[config.mk]
export PLATFORM = sky130hd
export DESIGN_NAME = updown_counter_7seg_flat
export DESIGN_NICKNAME = d
export VERILOG_FILES = /design/src/rtl/updown_counter_7seg_if.sv /design/src/rtl/updown_counter_7seg.sv /design/src/flat_wrapper.sv
export SDC_FILE = /design/constraint.sdc
export NUM_CORES = 1
export LEC_CHECK = 0
export CAP_MARGIN = 10
export CORE_AREA = 5 5 64 66
export CTS_CLUSTER_SIZE = 24
export DETAILED_ROUTE_END_ITERATION = 7
export DIE_AREA = 0 0 69 71
export GPL_ROUTABILITY_DRIVEN = 0
export PLACE_DENSITY = 0.81
export SYNTH_ARGS = -nofsm -noshare
export SYNTH_HDL_FRONTEND = slang
export SYNTH_SLANG_ARGS = --single-unit
[constraint.sdc]
create_clock -name clk_2 -period 1.65 [get_ports clk_2]
set_input_delay 0.2475 -clock clk_2 [delete_from_list [all_inputs] [get_ports clk_2]]
set_output_delay 0.2475 -clock clk_2 [all_outputs]
set_load 0.02 [all_outputs]
[src/rtl/updown_counter_7seg_if.sv]
// updown_counter_7seg_if: control/data bundle between the board logic and the
// multi-digit counter with multiplexed seven-segment output.
`default_nettype none

interface updown_counter_7seg_if #(
  parameter int NDIGITS = 2
);
  logic                   en;
  logic                   load;
  logic                   down;
  logic [4*NDIGITS-1:0]   data_in;
  logic [4*NDIGITS-1:0]   count;
  logic                   wrap;
  logic                   zero;
  logic [NDIGITS-1:0]     digit_sel;
  logic [7:0]             seg;

  modport master (
    output en, load, down, data_in,
    input  count, wrap, zero, digit_sel, seg
  );

  modport slave (
    input  en, load, down, data_in,
    output count, wrap, zero, digit_sel, seg
  );
endinterface

`default_nettype wire

[src/rtl/updown_counter_7seg.sv]
// ============================================================================
// Module  : updown_counter_7seg
// Purpose : NDIGITS cascaded up/down counter with load, wrap pulse, zero flag
//           and time-multiplexed 7-segment output.  Define
//           UPDOWN_COUNTER_BCD_EN for decimal digits (0..9, loads clamped).
// Revision: 1.0 - initial release
// ============================================================================
`default_nettype none

module updown_counter_7seg #(
  parameter int NDIGITS  = 2,
  parameter int SCAN_DIV = 4
) (
  input  wire logic            clk_2,
  input  wire logic            reset,
  updown_counter_7seg_if.slave bus
);

  localparam int c_W      = 4 * NDIGITS;
  localparam int c_SCAN_W = (SCAN_DIV > 1) ? $clog2(SCAN_DIV) : 1;
  localparam logic [c_SCAN_W-1:0] c_SCAN_LAST = c_SCAN_W'(SCAN_DIV - 1);
`ifdef UPDOWN_COUNTER_BCD_EN
  localparam logic [3:0] c_DIGIT_MAX = 4'd9;
`else
  localparam logic [3:0] c_DIGIT_MAX = 4'd15;
`endif

  logic [c_W-1:0]      r_count;
  logic                r_wrap;
  logic [c_SCAN_W-1:0] r_scan;
  logic [NDIGITS-1:0]  r_digit_sel;
  logic [7:0]          r_seg;

  logic [c_W-1:0]      w_next;
  logic [NDIGITS:0]    w_carry;
  logic [c_W-1:0]      w_load_val;
  logic [NDIGITS-1:0]  w_sel_rot;
  logic [3:0]          w_sel_digit;
  logic [6:0]          w_seg_code;

  function automatic logic [6:0] f_seg7(input logic [3:0] d);
    case (d)
      4'h0: f_seg7 = 7'h3F;
      4'h1: f_seg7 = 7'h06;
      4'h2: f_seg7 = 7'h5B;
      4'h3: f_seg7 = 7'h4F;
      4'h4: f_seg7 = 7'h66;
      4'h5: f_seg7 = 7'h6D;
      4'h6: f_seg7 = 7'h7D;
      4'h7: f_seg7 = 7'h07;
      4'h8: f_seg7 = 7'h7F;
      4'h9: f_seg7 = 7'h6F;
      4'hA: f_seg7 = 7'h77;
      4'hB: f_seg7 = 7'h7C;
      4'hC: f_seg7 = 7'h39;
      4'hD: f_seg7 = 7'h5E;
      4'hE: f_seg7 = 7'h79;
      default: f_seg7 = 7'h71;
    endcase
  endfunction

  // Ripple cascade: a digit steps only while every lower digit rolls over;
  // carry out of the top digit is the whole-count wrap.
  always_comb begin
    logic [3:0] v_digit;
    logic       v_roll;
    w_next     = r_count;
    w_carry    = '0;
    w_carry[0] = 1'b1;
    v_digit    = '0;
    v_roll     = 1'b0;
    for (int i = 0; i < NDIGITS; i++) begin
      v_digit = r_count[4*i +: 4];
      v_roll  = bus.down ? (v_digit == 4'd0) : (v_digit == c_DIGIT_MAX);
      if (w_carry[i]) begin
        if (v_roll)
          w_next[4*i +: 4] = bus.down ? c_DIGIT_MAX : 4'd0;
        else
          w_next[4*i +: 4] = bus.down ? (v_digit - 4'd1) : (v_digit + 4'd1);
      end
      w_carry[i+1] = w_carry[i] & v_roll;
    end
  end

  always_comb begin
    w_load_val = bus.data_in;
`ifdef UPDOWN_COUNTER_BCD_EN
    for (int i = 0; i < NDIGITS; i++) begin
      if (bus.data_in[4*i +: 4] > 4'd9)
        w_load_val[4*i +: 4] = 4'd9;
    end
`endif
  end

  always_ff @(posedge clk_2) begin
    if (reset) begin
      r_count <= '0;
      r_wrap  <= 1'b0;
    end else if (bus.load) begin
      r_count <= w_load_val;
      r_wrap  <= 1'b0;
    end else if (bus.en) begin
      r_count <= w_next;
      r_wrap  <= w_carry[NDIGITS];
    end else begin
      r_wrap  <= 1'b0;
    end
  end

  generate
    if (NDIGITS == 1) begin : g_rot_single
      assign w_sel_rot = r_digit_sel;
    end else begin : g_rot_multi
      assign w_sel_rot = {r_digit_sel[NDIGITS-2:0], r_digit_sel[NDIGITS-1]};
    end
  endgenerate

  always_ff @(posedge clk_2) begin
    if (reset) begin
      r_scan      <= '0;
      r_digit_sel <= NDIGITS'(1);
    end else if (r_scan == c_SCAN_LAST) begin
      r_scan      <= '0;
      r_digit_sel <= w_sel_rot;
    end else begin
      r_scan      <= r_scan + c_SCAN_W'(1);
    end
  end

  // One-hot select makes an OR-reduction mux sufficient.
  always_comb begin
    w_sel_digit = '0;
    for (int i = 0; i < NDIGITS; i++) begin
      if (r_digit_sel[i])
        w_sel_digit = w_sel_digit | r_count[4*i +: 4];
    end
  end

  assign w_seg_code = f_seg7(w_sel_digit);

  always_ff @(posedge clk_2) begin
    if (reset)
      r_seg <= 8'h3F;
    else
      r_seg <= {r_digit_sel[0] & bus.down, w_seg_code};
  end

  assign bus.count     = r_count;
  assign bus.wrap      = r_wrap;
  assign bus.zero      = (r_count == '0);
  assign bus.digit_sel = r_digit_sel;
  assign bus.seg       = r_seg;

endmodule

`default_nettype wire

[src/flat_wrapper.sv]
// flat-port wrapper written by rule: the top's interface ports become plain ports
module updown_counter_7seg_flat 
#(
  parameter int NDIGITS  = 2,
  parameter int SCAN_DIV = 4
)
  (clk_2, reset, bus_en, bus_load, bus_down, bus_data_in, bus_count, bus_wrap, bus_zero, bus_digit_sel, bus_seg);
  updown_counter_7seg_if #(.NDIGITS(NDIGITS)) bus_i ();
  input  wire logic clk_2;
  input  wire logic reset;
  input wire logic [$bits(bus_i.en)-1:0] bus_en;
  input wire logic [$bits(bus_i.load)-1:0] bus_load;
  input wire logic [$bits(bus_i.down)-1:0] bus_down;
  input wire logic [$bits(bus_i.data_in)-1:0] bus_data_in;
  output wire logic [$bits(bus_i.count)-1:0] bus_count;
  output wire logic [$bits(bus_i.wrap)-1:0] bus_wrap;
  output wire logic [$bits(bus_i.zero)-1:0] bus_zero;
  output wire logic [$bits(bus_i.digit_sel)-1:0] bus_digit_sel;
  output wire logic [$bits(bus_i.seg)-1:0] bus_seg;
  assign bus_i.en = bus_en;
  assign bus_i.load = bus_load;
  assign bus_i.down = bus_down;
  assign bus_i.data_in = bus_data_in;
  assign bus_count = bus_i.count;
  assign bus_wrap = bus_i.wrap;
  assign bus_zero = bus_i.zero;
  assign bus_digit_sel = bus_i.digit_sel;
  assign bus_seg = bus_i.seg;
  updown_counter_7seg #(.NDIGITS(NDIGITS), .SCAN_DIV(SCAN_DIV)) u_core (.clk_2(clk_2), .reset(reset), .bus(bus_i));
endmodule
==> metrics <==
total grt overflow 0; RSZ-0062 raised after global routing yes; Hold Fails Final Rpt 0; area grow syn2layout 47.0%; final WL roughly 4000 µm; CP cell instances or4_4, nor3_2, buf_4; Yosys warning count 0; CTS Buf Count 3; met2 wire length approximately 1800 µm; Synth top area share about 28%; Core Region between 3000 and 4000 µm²; max incr delay on CP ~0.54 ns; CP delay by family, top simple AND/OR/NAND/NOR gates; vias in the first global route approximately 1500; clock-pin slew on the worst setup and hold paths about 0.11 ns; top post-synthesis cells by area dfxtp_1 28%, ha_1 9.2%, a21oi_1 5.0%; max capacitance violation total 0; syn_area_per_cell ~8.4 µm²; final count of negative-setup-slack endpoints 1; maximum number of pins on one net before global-route repair 13; routed wl met3 between 200 and 250 µm; count leader, synth dfxtp_1; Worst setup SP type register; global-route wire length before repair between 6000 and 7000 µm; leakage power between 0.9 and 1 nW; highest routed layer met4; CTS max path bufs 2; # diodes 0; initial antenna violation count 0; dpl hpwl a little under 3000 µm; Clock Skews 0.00444 ns; DIE WIDTH 69 µm; Post-Syn Instances ~180; Post-synth EDFFs 0; die height a little over 70 µm; Clock Latency Late Sink roughly 0.3 ns; DRC errors left 0; root buffer cell clkbuf_4; ys async rst share 0%; Routed WL per cell about 14 µm; Die Area between 4000 and 5000 µm²; Max Slew Vio Count 0; final worst slack -0.0775 ns; H-tree depth 1; Worst EP arrival around 1.5 ns; hold crit path type reg2reg; Final min period 1.73 ns; leading area contributor after synthesis dfxtp_1; CP bufs+invs 1; synth cell count leaders 21 x dfxtp_1, 15 x a21oi_1, 15 x nor2_1, 12 x nand2_1; Seq/Total Area, Yosys between 20 and 30%; Syn Std Cell Area 1500 µm²; Synth Register Bits 21; share of cells above drive strength 1 a little under a third; pwr dens 694 nW/µm²; failing checks negative setup slack; Max Clock Freq ~580 MHz; critical path's slowest cell or4_4; vias per cell about 5.5; number of nets in the layout 261; pre-CTS setup slack -0.480 ns; # placed instances 277; drt pass-1 iters 4; final worst path period share 105%; clock sink count 21; CP required 1.40 ns; final std cells w/o fill between 200 and 300; ys flop type dfxtp_1; Unique masters post-synth 57; I/O pins 33; initial core utilization a little over two fifths; DR iter-0 viols 80; met1 WL around 1900 µm; run status finished, violations left; site row count 22; Worst Path Max Fanout 2; CTS tree yes; kind of critical path reg2out; Post-DRT Antenna Nets 0; IO Port Bufs 32; worst rel slew slack 71.0%; maximum vdd drop about 0.57 mV; Util after Layout between 60 and 70%; via count 1551; total track usage approximately 16%; Slew @ Worst Pin around 0.43 ns; CP endpoint kind primary output; syn nets 204
## worst paths after layout
kind	slack (ns)	end	depth (start not counted)	startpoint
setup reg to reg	0.03	u_core.bus.count[7]$_SDFFE_PP0P_	5	u_core.bus.count[3]$_SDFFE_PP0P_
hold / removal	0.44	u_core.r_scan[0]$_SDFF_PP0_	1	u_core.r_scan[0]$_SDFF_PP0_
setup / recovery	-0.08	bus_zero	3	u_core.bus.count[2]$_SDFFE_PP0P_
hold reg to reg	0.44	u_core.r_scan[0]$_SDFF_PP0_	1	u_core.r_scan[0]$_SDFF_PP0_
## cells by family after synthesis
logic type                 Yosys count  synth area share [%]
and+or+nand+nor                     65                  23.8
muxes                                2                  1.42
xor gates and xnor gates             4                  2.34
DFF                                 21                  28.0
adders and majority gates           13                  11.9
buffers and inverters               23                  6.76
AOI/OAI and AO/OA                   50                  25.8
## through the flow
stage / power, mW / hold slack, ns / instance area, µm² / setup TNS, ns
6_report: 1.53 / 0.438 / 2200 / -0.0775
4_1_cts: 1.49 / 0.444 / 2120 / -0.0856
5_1_grt: 1.63 / 0.456 / 2200 / -0.309
2_1_floorplan: 0.989 / 0.390 / 1530 / -0.0375
3_3_place_gp: 1.23 / 0.415 / 2070 / -2.73
3_5_place_dp: 1.24 / 0.420 / 2070 / -3.11
## final cells by class
class / instances / area [µm²]
sequential: 21 / 433
clock inverter: 1 / 5.00
tap: 48 / 60.1
clock buffer: 3 / 22.5
multi-input combinational: 134 / 1100
fill: 325 / 1320
inverter: 12 / 45.0
timing repair buffer: 63 / 541
## where the power goes
part	switching [mW]	leakage (nW)	internal [mW]
Combinational	0.355	0.721	0.330
Clock	0.156	0.0177	0.0904
Sequential	0.0367	0.176	0.559
Total	0.548	0.914	0.980
## state kept, by name (all words and copies together), names as in the netlist
name                  cells
u_core.bus.count          8
u_core.bus.wrap           1
u_core.bus.digit_sel      2
u_core.r_scan             2
u_core.bus.seg            8
## layout by cell type (no fill, tap or decap), types with 3 or more instances in the layout
master | synthesis | final
a21oi_1 | 15 | 14
buf_4 | 0 | 31
clkbuf_4 | 0 | 3
clkdlybuf4s50_1 | 0 | 20
dfxtp_1 | 21 | 11
dfxtp_2 | 0 | 10
dlygate4sd2_1 | 0 | 11
ha_1 | 11 | 6
ha_4 | 0 | 3
inv_1 | 11 | 11
nand2_1 | 12 | 12
nand2b_1 | 3 | 3
nand3_1 | 9 | 8
nor2_1 | 15 | 14
nor2b_1 | 3 | 3
nor3_1 | 7 | 5
xnor2_1 | 3 | 3
## per-layer routing
layer  track usage, %  vias to the layer above
met5                0                        -
met4             3.25                        0
met3             4.40                        7
met2             26.5                       43
met1             20.0                      738
li1                 -                      763
## what timing repair did
action,CTS,global route
cloned,0,0
endpoints found under the setup margin,17,9
hold buffers,0,0
resized for setup,25,17
setup buffers,1,0
pin swaps,5,4
Power figures use the tool's default switching activity.
